--- src/rtl/serial_pkg.sv ---
// Shared constants and types for the serial receive path.
// No logic; pure declarations.
// No flow control.
package serial_pkg;

    localparam logic [7:0] FLAG      = 8'h7E;
    localparam int         STUFF_RUN = 5;
    localparam int         ABORT_RUN = 7;
    localparam int         MIN_BAUD  = 2;

    // Framing state: hunting for an opening flag, or inside a frame.
    typedef enum logic {
        RX_HUNT  = 1'b0,
        RX_FRAME = 1'b1
    } rx_state_e;

endpackage

--- src/rtl/rx_bitsampler.sv ---
// RX line synchronizer and bit-period sampler, realigned on every line edge.
// Latency: 2-cycle synchronizer, then one bit_valid_o pulse per bit at mid-period.
// No backpressure: bit_valid_o is a single-cycle strobe the consumer must take.
module rx_bitsampler
    import serial_pkg::*;
(
    input  logic       clk_i,
    input  logic       nrst_i,
    input  logic       en_i,
    input  logic [7:0] baud_i,
    input  logic       rx_i,
    output logic       bit_valid_o,
    output logic       bit_val_o
);

    logic       rx_s1_q;
    logic       rx_s2_q;
    logic       rx_prev_q;
    logic [7:0] phase_q;
    logic [7:0] phase_d;
    logic [7:0] baud_q;
    logic [7:0] baud_d;
    logic       edge_w;
    logic [7:0] phase_cur;
    logic [7:0] baud_cur;

    // Phase tracking: an edge forces this cycle to phase 0; a new bit period
    // is only picked up when the phase restarts, so BAUD changes never cut a bit short.
    always_comb begin
        edge_w    = rx_s2_q ^ rx_prev_q;
        phase_cur = edge_w ? 8'd0 : phase_q;
        baud_cur  = (phase_cur == 8'd0) ? baud_i : baud_q;
        baud_d    = baud_cur;
        phase_d   = (phase_cur >= baud_cur - 8'd1) ? 8'd0 : phase_cur + 8'd1;
        if (!en_i) begin
            phase_d = 8'd0;
            baud_d  = baud_i;
        end
    end

    assign bit_valid_o = en_i && (phase_cur == (baud_cur >> 1));
    assign bit_val_o   = rx_s2_q;

    // Synchronizer flops reset to the idle-high line level to avoid a false edge.
    always_ff @(posedge clk_i) begin
        if (!nrst_i) begin
            rx_s1_q   <= 1'b1;
            rx_s2_q   <= 1'b1;
            rx_prev_q <= 1'b1;
            phase_q   <= 8'd0;
            baud_q    <= 8'd0;
        end else begin
            rx_s1_q   <= rx_i;
            rx_s2_q   <= rx_s1_q;
            rx_prev_q <= rx_s2_q;
            phase_q   <= phase_d;
            baud_q    <= baud_d;
        end
    end

endmodule

--- src/rtl/frame_destuffer.sv ---
// Receive deframer: drops stuffed zeros, finds flags/aborts, assembles payload bytes.
// Latency: outputs register one cycle after the sampling cycle; bytes lag one data bit.
// No backpressure: a byte arriving while DVALID is set overwrites DOUT and sets OVR.
module frame_destuffer
    import serial_pkg::*;
(
    input  logic       CLK,
    input  logic       NRST,
    input  logic       EN,
    input  logic [7:0] BAUD,
    input  logic       RX,
    input  logic       DREAD,
    output logic [7:0] DOUT,
    output logic       DVALID,
    output logic       OVR,
    output logic       INFRAME,
    output logic       FRAME_END,
    output logic       FRAME_ERR,
    output logic       ABORT
);

    localparam logic [2:0] ONES_STUFF = 3'(STUFF_RUN);
    localparam logic [2:0] ONES_FLAG  = 3'(STUFF_RUN + 1);
    localparam logic [2:0] ONES_ABORT = 3'(ABORT_RUN);

    logic       rx_en;
    logic       bit_valid;
    logic       bit_val;
    logic       data_bit;

    rx_state_e  st_q,     st_d;
    logic [2:0] ones_q,   ones_d;
    logic [3:0] cnt_q,    cnt_d;
    logic [7:0] sr_q,     sr_d;
    logic       seen_q,   seen_d;
    logic [7:0] dout_q,   dout_d;
    logic       dvalid_q, dvalid_d;
    logic       ovr_q,    ovr_d;
    logic       fend_q,   fend_d;
    logic       ferr_q,   ferr_d;
    logic       abort_q,  abort_d;

    assign rx_en = EN && (BAUD >= 8'(MIN_BAUD));

    rx_bitsampler u_sampler (
        .clk_i       (CLK),
        .nrst_i      (NRST),
        .en_i        (rx_en),
        .baud_i      (BAUD),
        .rx_i        (RX),
        .bit_valid_o (bit_valid),
        .bit_val_o   (bit_val)
    );

    // Destuffing, flag/abort detection, byte assembly and holding-register update.
    always_comb begin
        st_d     = st_q;
        ones_d   = ones_q;
        cnt_d    = cnt_q;
        sr_d     = sr_q;
        seen_d   = seen_q;
        dout_d   = dout_q;
        dvalid_d = dvalid_q;
        ovr_d    = ovr_q;
        fend_d   = 1'b0;
        ferr_d   = 1'b0;
        abort_d  = 1'b0;
        data_bit = 1'b0;

        if (DREAD && dvalid_q) begin
            dvalid_d = 1'b0;
            ovr_d    = 1'b0;
        end

        if (!rx_en) begin
            st_d   = RX_HUNT;
            ones_d = 3'd0;
            cnt_d  = 4'd0;
            seen_d = 1'b0;
        end else if (bit_valid) begin
            if (!bit_val) begin
                ones_d = 3'd0;
                if (ones_q == ONES_FLAG) begin
                    // Six flag bits are already in the shift register when
                    // the closing zero lands, so cnt==6 means byte-aligned.
                    if (cnt_q == 4'd6) begin
                        fend_d = seen_q;
                    end else begin
                        ferr_d = (st_q == RX_FRAME);
                    end
                    cnt_d  = 4'd0;
                    seen_d = 1'b0;
                    st_d   = RX_FRAME;
                end else if (ones_q < ONES_STUFF) begin
                    data_bit = 1'b1;
                end
                // A zero after exactly five ones is a stuffed bit: dropped.
            end else if (ones_q < ONES_STUFF) begin
                data_bit = 1'b1;
                ones_d   = ones_q + 3'd1;
            end else if (ones_q == ONES_STUFF) begin
                ones_d = ONES_FLAG;
            end else begin
                ones_d  = ONES_ABORT;
                abort_d = (st_q == RX_FRAME);
                st_d    = RX_HUNT;
                cnt_d   = 4'd0;
                seen_d  = 1'b0;
            end

            // Delivery is deferred by one data bit so flag-prefix bits never form a byte.
            if (data_bit && (st_q == RX_FRAME)) begin
                sr_d = {bit_val, sr_q[7:1]};
                if (cnt_q == 4'd8) begin
                    cnt_d    = 4'd1;
                    seen_d   = 1'b1;
                    dout_d   = sr_q;
                    dvalid_d = 1'b1;
                    if (dvalid_q && !DREAD) begin
                        ovr_d = 1'b1;
                    end
                end else begin
                    cnt_d = cnt_q + 4'd1;
                end
            end
        end
    end

    // State and output registers with synchronous active-low reset.
    always_ff @(posedge CLK) begin
        if (!NRST) begin
            st_q     <= RX_HUNT;
            ones_q   <= 3'd0;
            cnt_q    <= 4'd0;
            sr_q     <= 8'd0;
            seen_q   <= 1'b0;
            dout_q   <= 8'd0;
            dvalid_q <= 1'b0;
            ovr_q    <= 1'b0;
            fend_q   <= 1'b0;
            ferr_q   <= 1'b0;
            abort_q  <= 1'b0;
        end else begin
            st_q     <= st_d;
            ones_q   <= ones_d;
            cnt_q    <= cnt_d;
            sr_q     <= sr_d;
            seen_q   <= seen_d;
            dout_q   <= dout_d;
            dvalid_q <= dvalid_d;
            ovr_q    <= ovr_d;
            fend_q   <= fend_d;
            ferr_q   <= ferr_d;
            abort_q  <= abort_d;
        end
    end

    assign DOUT      = dout_q;
    assign DVALID    = dvalid_q;
    assign OVR       = ovr_q;
    assign INFRAME   = (st_q == RX_FRAME);
    assign FRAME_END = fend_q;
    assign FRAME_ERR = ferr_q;
    assign ABORT     = abort_q;

endmodule

--- config.mk ---
export PLATFORM = sky130hd
export DESIGN_NAME = frame_destuffer
export DESIGN_NICKNAME = d
export VERILOG_FILES = /design/src/rtl/serial_pkg.sv /design/src/rtl/rx_bitsampler.sv /design/src/rtl/frame_destuffer.sv
export SDC_FILE = /design/constraint.sdc
export NUM_CORES = 1
export LEC_CHECK = 0
export CORE_UTILIZATION = 35
export DETAILED_ROUTE_END_ITERATION = 10
export GPL_TIMING_DRIVEN = 0
export HOLD_SLACK_MARGIN = 0.05
export SETUP_SLACK_MARGIN = 0.5
export SLEW_MARGIN = 20
export SYNTH_ARGS = -nofsm -noshare
export SYNTH_HDL_FRONTEND = slang
export SYNTH_SLANG_ARGS = --single-unit
--- constraint.sdc ---
create_clock -name CLK -period 5.2 [get_ports CLK]
set_clock_uncertainty 0.1 [all_clocks]
set_input_delay 0.78 -clock CLK [delete_from_list [all_inputs] [get_ports CLK]]
set_output_delay 0.78 -clock CLK [all_outputs]
set_load 0.01 [all_outputs]
# [Word level (Yosys, flattened, before mapping)]
# Index checks and enable logic that the tools add are counted.
[word_totals] regBits=49 input_bits=13 wordCells=95
[classes] add_sub_neg=4 magnitude_cmp=3 n_eq_ne=9 mux=38 bitwise=7 reduce_logical=18
[ops] op="$mux 1" count=27
[ops] op="$mux 4" count=6
[ops] op="$mux 8" count=3
[ops] op="$reduce_or 6->1" count=3
[ops] op="$reduce_and 4->1" count=3
[ops] op="$add 8x1->8 const B" count=1
[ops] op="$eq 8x7->1" count=1
[ops] op="$ge 8x2->1 const B" count=1
[ops] op="$ge 8x8->1" count=1
[ops] op="$logic_not 8->1" count=1
[ops] op="$sub 8x1->8 const B" count=1
[ops] op="$eq 3x3->1 const B" count=2
[ops] op="$mux 3" count=2
[ops] op="$ne 3x3->1 const B" count=2
[ops] op="$not 1->1" count=6
[ops] op="$logic_and 1x1->1" count=5
[ops] op="$add 4x1->4 const B" count=1
[ops] op="$eq 4x3->1 const B" count=1
[ops] op="$eq 4x4->1 const B" count=1
[ops] op="$ne 2x2->1 const B" count=2
[ops] op="$add 3x1->3 const B" count=1
[ops] op="$lt 3x3->1 const B" count=1
[ops] op="$reduce_and 3->1" count=1
[ops] op="$reduce_bool 3->1" count=1
[ops] op="other kinds (5)" count=5

# [Logic depth before layout (Yosys ltp)]
[depth] depth_word=12 mapped_depth=18

# [Hierarchy]
# From an unflattened synthesis, not the netlist that was laid out.
[hier_totals] cells_unflattened=344 area_unflattened_um2=3002.9
[by_module_without_submodules] mod="rx_bitsampler" n_inst=1 cells_each=195 area_each_um2=1601.5 seq_area_each_um2=380.4
[by_module_without_submodules] mod="frame_destuffer" n_inst=1 cells_each=149 area_each_um2=1401.3 seq_area_each_um2=600.6

# [Worst setup path after synthesis]
# Ideal clock, no wire load.
[synth_timing] path_type="flip-flop to flip-flop" from="register u_sampler.rx_s2_q (netlist: u_sampler.bit_val_o)" to="register u_sampler.phase_q[4]" arrival_time_ns=3.500 required_time_ns=5.009 slack_ns=1.509 stages_incl_launch_ff=16 n_path_buf=4 synth_period_minus_slack_ns=3.691 path_cell_list="dfxtp_1 -> buf_2 -> xnor2_2 -> buf_2 -> buf_2 -> nand2_1 -> ha_1 -> clkbuf_2 -> and4b_1 -> a31oi_1 -> nor3_1 -> xor2_1 -> mux2i_1 -> ha_1 -> a211oi_1 -> nor4bb_1"
[synth_between] elab_chain_cells=7
[synth_rtl] element="from (decl)" line_no="rx_bitsampler.sv:17" text="logic rx_s2_q;"
[synth_rtl] element="from (signal assigned)" line_no="rx_bitsampler.sv:54" text="rx_s2_q <= rx_s1_q;"
[synth_rtl] element="$xor 1x1->1 (*)" line_no="rx_bitsampler.sv:30" text="edge_w = rx_s2_q ^ rx_prev_q;"
[synth_rtl] element="$mux 8 (*)" line_no="rx_bitsampler.sv:31" text="phase_cur = edge_w ? 8'd0 : phase_q;"
[synth_rtl] element="$logic_not 8->1" line_no="rx_bitsampler.sv:32" text="baud_cur = (phase_cur == 8'd0) ? baud_i : baud_q;"
[synth_rtl] element="$mux 8" line_no="rx_bitsampler.sv:32"
[synth_rtl] element="$sub 8x1->8" line_no="rx_bitsampler.sv:34" text="phase_d = (phase_cur >= baud_cur - 8'd1) ? 8'd0 : phase_cur + 8'd1;"
[synth_rtl] element="$ge 8x8->1" line_no="rx_bitsampler.sv:34"
[synth_rtl] element="$reduce_or 3->1 (no line)"
[synth_rtl] element="to (signal assigned)" line_no="rx_bitsampler.sv:56" text="phase_q <= phase_d;"
[synth_rtl] element="to (decl)" line_no="rx_bitsampler.sv:19" text="logic [7:0] phase_q;"
# Mark *: on every way between the ends. The rest lies on a longest branch, timed or not.
# A chain may end at the register's enable or synchronous reset.

# [Worst setup path in the final report]
# Ends and elaborated chain as after synthesis.

==> flow_summary.toml <==
[finish]
instances_no_fill = 467
drive_gt1_frac = 0.0685
layout.nets = 393
n_fill_cell = 786
insertedDiodeCount = 0
fin_util = 0.428
area_growth_pct = 17.0

[power]
p_clk_frac = 0.337
p_switching_mw = 0.221
combPwrFrac = 0.146
p_int_mw = 0.529
sw_frac_of_total = 0.294
ir_worst_vdd_mv = 0.125
p_seq_frac = 0.517
power_density_mw_per_mm2 = 224
leakage_nw = 1.41

[synth]
synthArstFlopShare = 0
seq_area_frac_synth = 0.343
synth_most_common_cell = "dfxtp_1"
synth_fp_nets = 361
synth_xor_area_frac = 0.0547
synthFlopType = "dfxtp_1"
synthTopCellsByCount = "dfxtp_1, nand2_1, mux2i_1"
synth_area_leaders = "dfxtp_1, mux2i_1, ha_1, nand2_1, xnor2_1"
synth_top_area_cell = "dfxtp_1"
avgSynthCellArea_um2 = 8.61
yosys.area_share.simple = 0.238
syn_area_mm2 = 0.00286
synth_compound_area_frac = 0.140
synth-edff-count = 0
synthCells = 332
synth_fa_ha_area_frac = 0.0701
synth_top_family_by_area = "simple AND/OR/NAND/NOR gates"
yosysWarnings = 0
synth_cell_type_count = 54
synth-seq-cells = 49
synth_top_area_frac = 0.343
synthMuxAreaShare = 0.105

[placed_design]
port_buffers = 25
hpwl_um = 4820
dp.cells = 459
gp_congestion = 0.917

[sta]
rsz0062_at_grt = "false"
finalMaxSlewViolations = 0
final-setup-viol-count = 0
relSlewSlack = 0.550
worst_slew_pin_slew_ps = 671
finalCriticalPeriod_ps = 4310
post-route-period-util = 0.830
setup_tns_ps = 0
hold_viol_final = 0
fmax_mhz = 232

[critical_path]
crit_slowest_cell = "clkbuf_1"
crit_fanout = 10
crit_chain = "buf_2 > xnor2_2 > buf_2 > buf_2 > nand2_1 > ha_1 > clkbuf_2 > nand2_4 > clkbuf_1 > o21ai_0 > ha_1 > a21o_1 > a21oi_1 > nor2b_1 > o21ai_0 > a21oi_1 > nor4bb_1"
crit_type = "flip-flop to flip-flop"
cp.required_ps = 5320
crit_path_end_kind = "flip-flop"
crit_arrival_ps = 4430
cpMostUsedCell = "buf_2"
cpPeakStageDelay_ps = 440
cp-start-kind = "flip-flop"
r2r-start = "u_sampler.bit_val_o$_SDFF_PN1_"
reg2regPathDepth = 17
path_delay_family = "buffers and inverters"
ff2ff_setup_slack_ps = 890
worstReg2RegEnd = "u_sampler.phase_q[4]$_SDFF_PP0_"
cp_num_buf_inv = 5

[route]
wl_per_cell_um = 14.1
routed_wl_um = 6580
viasPerCell = 5.16
drtIter0Drc = 188
firstDrtPassIters = 5
ant_nets = 0
vias = 2408
drc_errors = 0

[floorplanning]
core_mm2 = 0.00781
initial_core_util = 0.366
io_pins = 27
die_area_mm2 = 0.00853
die_h_um = 92.4
core.rowCount = 32
die_width_um = 92.4

[min_path]
hold_path.class = "flip-flop to flip-flop"
worstHoldStart = "u_sampler.rx_s1_q$_SDFF_PN1_"
min_path_cells = 1
min_to = "u_sampler.bit_val_o$_SDFF_PN1_"

[clocking]
cts_tree = "done"
cts_max_level = 2
max-clock-path-buffers = 2
post_cts.repair.setup_buffers = 0
cts-root-buf = "clkbuf_8"
path_clk_slew_ps = 110
cts_sinks = 49
numCtsBuffers = 5
clock_latency_ps = 310

[global_route]
antenna_found_initial = 0
grt_pass1_vias = 2308
grt_max_degree = 19
grt-ovfl-total = 0
grt_pass1_wl_um = 11300
track_usage = 0.163

[job]
maxCapViolCount = 0

[run_status]
status = "completed"
==> cells in the final DEF (no fill, tap or decap), types with 3 or more instances in the layout <==
cell type,instances
a21oi_1,11
a31oi_1,3
and2_1,4
and3_1,5
buf_2,3
clkbuf_1,6
clkbuf_8,5
clkdlybuf4s50_1,25
dfxtp_1,49
ha_1,16
inv_1,16
mux2i_1,30
nand2_1,43
nand2b_1,6
nand3_1,16
nand4_1,3
nor2_1,24
nor2b_1,11
nor3_1,10
o211ai_1,5
o21ai_0,10
xnor2_1,12
xor2_1,4
==> per-layer routing <==
layer	wire, um	GRT usage
met5	0	0
met4	38	0.0404
met3	189	0.0271
met2	3100	0.263
met1	3250	0.224
==> how the worst max path moves through the flow <==
stage	start	to	depth (start not counted)
floorplan	u_sampler.bit_val_o$_SDFF_PN1_	u_sampler.phase_q[4]$_SDFF_PP0_	15
global placement	u_sampler.bit_val_o$_SDFF_PN1_	u_sampler.phase_q[4]$_SDFF_PP0_	15
detailed placement	u_sampler.bit_val_o$_SDFF_PN1_	u_sampler.phase_q[4]$_SDFF_PP0_	15
CTS	u_sampler.bit_val_o$_SDFF_PN1_	u_sampler.phase_q[4]$_SDFF_PP0_	15
global route	u_sampler.bit_val_o$_SDFF_PN1_	u_sampler.phase_q[4]$_SDFF_PP0_	17
finish	u_sampler.bit_val_o$_SDFF_PN1_	u_sampler.phase_q[4]$_SDFF_PP0_	17
==> per-stage QoR <==
| step | total power [mW] | area (um2) | hold WS, ps | setup slack (ps) |
|---|---|---|---|---|
| final | 0.750 | 3340 | 315 | 885 |
| after global placement | 0.502 | 3240 | 289 | 661 |
| after floorplan | 0.469 | 2860 | 286 | 1510 |
| after CTS | 0.759 | 3330 | 323 | 556 |
| after global routing | 0.786 | 3340 | 353 | 567 |
| after detailed placement | 0.504 | 3240 | 296 | 573 |
==> state kept, by name, summed over array words and instances, names as in the netlist, named ones only <==
register,flops
u_sampler.bit_val_o,1
ABORT,1
ones_q,3
cnt_q,4
FRAME_ERR,1
u_sampler.rx_s1_q,1
u_sampler.baud_q,8
sr_q,8
FRAME_END,1
DVALID,1
seen_q,1
INFRAME,1
u_sampler.phase_q,8
u_sampler.rx_prev_q,1
DOUT,8
==> power groups by stage <==
stage	Sequential [mW]	Clock (mW)	Combinational (mW)
after detailed placement	0.396	0	0.108
after CTS	0.388	0.263	0.108
after global placement	0.396	0	0.106
final	0.388	0.253	0.109
after global routing	0.389	0.276	0.121
after floorplan	0.394	0	0.0753
==> repair_timing <==
action,CTS,global route
resized for setup,0,2
hold buffers,0,0
setup endpoints to repair,0,8
==> area by class of cell <==
type,instances,area [um2],area share
sequential,49,981,0.293
clock inverter,3,28.8,0.00860
inverter,16,60.1,0.0180
clock buffer,5,68.8,0.0206
buffer,14,80.1,0.0239
timing repair buffer,25,250,0.0748
multi-input combinational,253,1750,0.523
tap,102,128,0.0382
==> logic make-up after synthesis <==
| family | count (synthesis) |
|---|---|
| buffers and inverters | 30 |
| AND/OR/NAND/NOR | 135 |
| XOR/XNOR | 17 |
| adder cells (fa/ha/maj) | 16 |
| AO/OA/AOI/OAI | 55 |
| multiplexers | 30 |
| flip-flops | 49 |
Power figures use the tool's default switching activity.
